`config.mk`:
```
export PLATFORM = sky130hd
export DESIGN_NAME = delay_vec_sequencer
export DESIGN_NICKNAME = d
export VERILOG_FILES = /design/src/rtl/delay_vec_sequencer.sv
export SDC_FILE = /design/constraint.sdc
export NUM_CORES = 1
export LEC_CHECK = 0
export BUFFER_PORTS_ARGS = -buffer_cell sky130_fd_sc_hd__buf_4
export CAP_MARGIN = 30
export CORE_ASPECT_RATIO = 1.25
export CORE_MARGIN = 3
export CORE_UTILIZATION = 45
export DETAILED_ROUTE_END_ITERATION = 6
export SETUP_SLACK_MARGIN = 0.3
export SLEW_MARGIN = 10
export SYNTH_ARGS = -nofsm -noshare
export SYNTH_HDL_FRONTEND = slang
export SYNTH_SLANG_ARGS = --single-unit
```
`constraint.sdc`:
```
create_clock -name clk -period 2.52 [get_ports clk]
set_input_delay 0.126 -clock clk [delete_from_list [all_inputs] [get_ports clk]]
set_output_delay 0.126 -clock clk [all_outputs]
set_load 0.02 [all_outputs]
```
`src/rtl/delay_vec_sequencer.sv`:
```
// -----------------------------------------------------------------------------
// delay_vec_sequencer
// Steps a fixed table of {A,B,C} vectors into a 3-input delay gate, waits a
// settle window per vector, samples the synchronised gate output Y and compares
// it against the expected table. Reports a pass/fail verdict, mismatch count
// and the index of the first mismatching vector for each run.
//
// Ports
//   clk          in   rising-edge system clock
//   rst_n        in   asynchronous active-low reset
//   i_start      in   1-cycle pulse, begins a run when idle
//   i_abort      in   synchronous run abort, no done pulse
//   i_y          in   gate output, asynchronous to clk
//   o_a/o_b/o_c  out  registered gate inputs
//   o_busy       out  run in progress
//   o_done       out  1-cycle pulse at the end of a completed run
//   o_pass       out  run verdict, valid from done until next start
//   o_fail_cnt   out  number of mismatching vectors
//   o_first_err  out  index of first mismatching vector, 4'hF if none
// -----------------------------------------------------------------------------
module delay_vec_sequencer #(
    parameter int unsigned          NUM_VEC    = 3,
    parameter logic [3*NUM_VEC-1:0] VEC_TABLE  = 9'b101_010_111,
    parameter logic [NUM_VEC-1:0]   EXP_Y      = 3'b101,
    parameter int unsigned          SETTLE_CYC = 4,
    parameter int unsigned          HOLD_CYC   = 8,
    localparam int unsigned         W          = $clog2(NUM_VEC + 1)
) (
    input  logic         clk,
    input  logic         rst_n,
    input  logic         i_start,
    input  logic         i_abort,
    input  logic         i_y,
    output logic         o_a,
    output logic         o_b,
    output logic         o_c,
    output logic         o_busy,
    output logic         o_done,
    output logic         o_pass,
    output logic [W-1:0] o_fail_cnt,
    output logic [3:0]   o_first_err
);

    // Counter must reach HOLD_CYC-1 without wrapping.
    localparam int unsigned    CW        = $clog2(HOLD_CYC + 1);
    localparam logic [CW-1:0]  SAMPLE_AT = CW'(SETTLE_CYC - 1);
    localparam logic [CW-1:0]  HOLD_END  = CW'(HOLD_CYC - 1);
    localparam logic [3:0]     LAST_IDX  = 4'(NUM_VEC - 1);

    // Illegal parameter sets stop elaboration rather than producing a sequencer
    // whose sample point precedes the synchroniser latency.
    if ((SETTLE_CYC < 3) || (HOLD_CYC <= SETTLE_CYC) || (NUM_VEC > 16) || (NUM_VEC < 1)) begin : g_param_check
        $fatal(1, "delay_vec_sequencer: illegal parameter set");
    end

    typedef enum logic [2:0] {
        S_IDLE   = 3'd0,
        S_DRIVE  = 3'd1,
        S_SAMPLE = 3'd2,
        S_HOLD   = 3'd3,
        S_NEXT   = 3'd4,
        S_DONE   = 3'd5
    } state_t;

    state_t               r_state;
    logic [3:0]           r_idx;
    logic [CW-1:0]        r_cnt;
    logic                 r_y_meta;
    logic                 r_y_sync;

    logic [3:0]           w_idx_inc;
    logic [3*NUM_VEC-1:0] w_vec_shift;
    logic [2:0]           w_vec_next;
    logic [NUM_VEC-1:0]   w_exp_shift;
    logic                 w_exp_bit;
    logic                 w_mismatch;

    assign w_idx_inc   = r_idx + 4'd1;
    assign w_vec_shift = VEC_TABLE >> ({28'd0, w_idx_inc} * 32'd3);
    assign w_vec_next  = w_vec_shift[2:0];
    assign w_exp_shift = EXP_Y >> r_idx;
    assign w_exp_bit   = w_exp_shift[0];
    assign w_mismatch  = (r_y_sync != w_exp_bit);

    // Two-flop synchroniser for the asynchronous gate output.
    always_ff @(posedge clk or negedge rst_n) begin
        if (!rst_n) begin
            r_y_meta <= 1'b0;
            r_y_sync <= 1'b0;
        end else begin
            r_y_meta <= i_y;
            r_y_sync <= r_y_meta;
        end
    end

    // Sequencer FSM with all outputs registered.
    always_ff @(posedge clk or negedge rst_n) begin
        if (!rst_n) begin
            r_state     <= S_IDLE;
            r_idx       <= 4'd0;
            r_cnt       <= {CW{1'b0}};
            o_a         <= 1'b0;
            o_b         <= 1'b0;
            o_c         <= 1'b0;
            o_busy      <= 1'b0;
            o_done      <= 1'b0;
            o_pass      <= 1'b0;
            o_fail_cnt  <= {W{1'b0}};
            o_first_err <= 4'hF;
        end else if (i_abort && (r_state != S_IDLE)) begin
            // Abort keeps the partial counters; pass is already 0 mid-run.
            r_state           <= S_IDLE;
            {o_a, o_b, o_c}   <= 3'b000;
            o_busy            <= 1'b0;
            o_done            <= 1'b0;
        end else begin
            case (r_state)
                S_IDLE: begin
                    {o_a, o_b, o_c} <= 3'b000;
                    o_done          <= 1'b0;
                    // abort in the same cycle suppresses the start
                    if (i_start && !i_abort) begin
                        r_state         <= S_DRIVE;
                        r_idx           <= 4'd0;
                        r_cnt           <= {CW{1'b0}};
                        {o_a, o_b, o_c} <= VEC_TABLE[2:0];
                        o_busy          <= 1'b1;
                        o_pass          <= 1'b0;
                        o_fail_cnt      <= {W{1'b0}};
                        o_first_err     <= 4'hF;
                    end else begin
                        r_state <= S_IDLE;
                    end
                end
                S_DRIVE: begin
                    r_cnt <= r_cnt + CW'(1'b1);
                    if (r_cnt == SAMPLE_AT) begin
                        r_state <= S_SAMPLE;
                    end else begin
                        r_state <= S_DRIVE;
                    end
                end
                S_SAMPLE: begin
                    r_cnt <= r_cnt + CW'(1'b1);
                    if (w_mismatch) begin
                        o_fail_cnt <= o_fail_cnt + W'(1'b1);
                        if (o_first_err == 4'hF) begin
                            o_first_err <= r_idx;
                        end else begin
                            o_first_err <= o_first_err;
                        end
                    end else begin
                        o_fail_cnt <= o_fail_cnt;
                    end
                    // SETTLE_CYC+1 == HOLD_CYC skips HOLD entirely
                    if (r_cnt == HOLD_END) begin
                        r_state <= S_NEXT;
                    end else begin
                        r_state <= S_HOLD;
                    end
                end
                S_HOLD: begin
                    if (r_cnt == HOLD_END) begin
                        r_state <= S_NEXT;
                    end else begin
                        r_cnt   <= r_cnt + CW'(1'b1);
                        r_state <= S_HOLD;
                    end
                end
                S_NEXT: begin
                    if (r_idx == LAST_IDX) begin
                        r_state         <= S_DONE;
                        {o_a, o_b, o_c} <= 3'b000;
                        o_busy          <= 1'b0;
                        o_done          <= 1'b1;
                        o_pass          <= (o_fail_cnt == {W{1'b0}});
                    end else begin
                        r_state         <= S_DRIVE;
                        r_idx           <= w_idx_inc;
                        r_cnt           <= {CW{1'b0}};
                        {o_a, o_b, o_c} <= w_vec_next;
                    end
                end
                S_DONE: begin
                    // start arriving here is deliberately not honoured
                    r_state <= S_IDLE;
                    o_done  <= 1'b0;
                end
                default: begin
                    r_state         <= S_IDLE;
                    {o_a, o_b, o_c} <= 3'b000;
                    o_busy          <= 1'b0;
                    o_done          <= 1'b0;
                end
            endcase
        end
    end

endmodule
```
==> flow_summary.ini <==
[status]
outcome = finished clean

[cells_and_area]
drive_gt1_share_pct = 23.6
fillers = 259
finish.instance_area_mm2 = 0.00158
area.growth.synth_to_final_pct = 14.9
nets = 167
antenna_cells = 0

[grt]
grt_start_max_net_pins = 25
grt_overflow_total = 0
grt_pass1_vias = 1138
grt_first_pass_wirelength_um = 5300
antenna_found_initial = 0
grt.total_usage_pct = 17.5

[setup_path]
rr_startpoint = r_idx[0]
r2r_slack_ns = 0.47
worstPathRequired_ns = 2.79
r2r_cells = 6
reg2reg_to = r_cnt[2]
critPathArrivalTime_ns = 2.32
end_kind = flip-flop
cp-startpoint = r_idx[0]
start_kind = flip-flop
path_class = reg2reg
critical_path_peak_fanout = 10

[timing]
rsz0062_at_grt = no
maxSlewHeadroom_pct = 73.2
fin_setup_tns_ns = 0
hold_slack_ns = 0.0498
skew_ns = 0.00762
worst_pin_slew_ns = 0.400
finalCritPeriodShare_pct = 81.2
final-max-slew-violation-count = 0
setup_violations = 0
fmax_mhz = 489
hold_violations = 0
layout_min_cycle_time_ns = 2.05

[place]
dpl.hpwl_um = 2130
io_buffers = 16
place_area_mm2 = 0.00151
place_congestion = 0.811

[die]
die_w_um = 55.4
core_mm2 = 0.00279
pin_count = 17
rows = 21
fp.dieArea_mm2 = 0.00375
initial_core_util_pct = 49.3
die_h_um = 67.7

[route]
drc = 0
vias = 1140
antenna_left = 0
dr.pass1.iters = 4
routed_wl_um = 3040
drtIter0Drc = 54
wl_per_cell_um = 15.9
vias_per_cell = 5.97

[yosys]
yosys_warnings = 0
yosys.area_share.simple_pct = 22.5
synth_top_family_by_area = simple AND/OR/NAND/NOR gates
synth-xor-area-share_pct = 0
synth-seq-area-share_pct = 44.1
synth_edf_count = 0
muxShareOfSynthArea_pct = 3.65
synth_fa_ha_area_share_pct = 3.65
synth_nets = 150
syn_area_mm2 = 0.00137
synth.avg_cell_area_um2 = 9.73
ys_seq_elements = 24
synthArstFlopShare_pct = 100
synthFlopType = dfrtp_1
synth_cell_types = 44
synth_compound_area_share_pct = 20.6
synth_cells = 141

[power]
p_leak_nw = 0.695
vdd_drop_max_uv = 262
powerDensity_mw_per_mm2 = 465
total_power_w = 0.000733

[clocking]
path_clk_slew_ns = 0.14
cts_max_level = 1
clkSinkCount = 24
insertion_delay_ns = 0.32
cts_max_path_buffers = 2
cts_buffers = 3
cts_root_buffer = clkbuf_4
cts_tree = done

[worst_hold_path]
min_from = i_abort
worstHoldPathType = in2reg
hold_depth = 2
hold_end = o_done

[flow_run]
maxCapViolCount = 0
## synthesized netlist by cell type, types with 3 or more instances
cell type / n / area share, %
dfrtp_1: 20 / 36
inv_1: 6 / 1.6
nand2_1: 11 / 3.0
ha_1: 4 / 3.6
o21ai_0: 4 / 1.5
o211ai_1: 4 / 2.2
o22a_1: 8 / 5.1
nand3_1: 6 / 2.2
nand3b_1: 4 / 2.2
nor2_1: 8 / 2.2
nand4_1: 3 / 1.4
clkbuf_1: 9 / 2.5
a21oi_1: 9 / 3.3
dfstp_2: 4 / 7.7
## cell families after synthesis
| kind of cell | Yosys count |
|---|---|
| compound gates | 39 |
| simple gates | 53 |
| buf+inv | 17 |
| flops | 24 |
| mux | 4 |
| fa+ha+maj | 4 |
## where the power goes
| group | switching (W) | internal (W) |
|---|---|---|
| Combinational | 0.0000673 | 0.0000602 |
| Clock | 0.000119 | 0.0000620 |
| Sequential | 0.0000184 | 0.000406 |
## registers in the layout, indices dropped and copies added (netlist names)
signal and flops:
r_idx 4, o_a 1, o_fail_cnt 2, o_b 1, o_first_err 4, r_state 3
o_done 1, o_busy 1, o_pass 1, r_y_meta 1, r_cnt 4, r_y_sync 1
## metrics by stage
step,std cells,worst slack (ns),utilization (%)
5_1_grt,191,0.370,56.6
3_5_place_dp,183,0.376,54.0
6_report,191,0.475,56.6
3_3_place_gp,183,0.413,54.0
2_1_floorplan,141,0.404,-
4_1_cts,189,0.350,55.7
## final cells by class
| cell class | instances | area (um2) | area share (%) |
|---|---|---|---|
| Tap cell | 34 | 42.5 | 2.70 |
| Timing Repair Buffer | 23 | 178 | 11.3 |
| Multi-Input combinational cell | 100 | 701 | 44.4 |
| Inverter | 6 | 22.5 | 1.43 |
| Sequential cell | 24 | 607 | 38.5 |
| Clock buffer | 4 | 26.3 | 1.67 |
## worst max-delay path, stage by stage, from the launching register on
cell and delay, ns:
dfrtp_2 0.49, inv_1 0.10, ha_1 0.15, or3b_1 0.47, o211ai_4 0.26, or4b_1 0.45
nand2_1 0.08
## timing repair
item / 4_1_cts / 5_1_grt
resized for setup: 0 / 2
buffers inserted: 0 / 2
endpoints found under the hold margin: 25 / 0
hold buffers: 2 / 0
endpoints found under the setup margin: 0 / 1
## per-layer routing
layer / track usage (%) / up-vias / routed length [um]
met2: 29.3 / 23 / 1480
met3: 2.29 / 6 / 99
met1: 23.4 / 557 / 1420
met4: 6.38 / 0 / 45
met5: 0 / - / 0
li1: - / 554 / -
## worst max path at each step
stage	endpoint	slack, ns	depth (start not counted)
6_report	r_cnt[2]	0.47	6
5_1_grt	r_cnt[2]	0.37	6
4_1_cts	r_cnt[2]	0.35	6
3_5_place_dp	r_cnt[2]	0.38	6
3_3_place_gp	r_cnt[2]	0.41	6
2_1_floorplan	r_cnt[2]	0.40	8
## cell usage in the layout (no fill, tap or decap), types with 6 or more instances in the layout
cell type / synthesis / layout
nor2_1: 8 / 8
nand3_1: 6 / 6
o22a_1: 8 / 8
buf_4: 1 / 21
dfrtp_1: 20 / 19
nand2_1: 11 / 11
a21oi_1: 9 / 9
inv_1: 6 / 6
No activity file was read; power rests on OpenSTA's default activity.
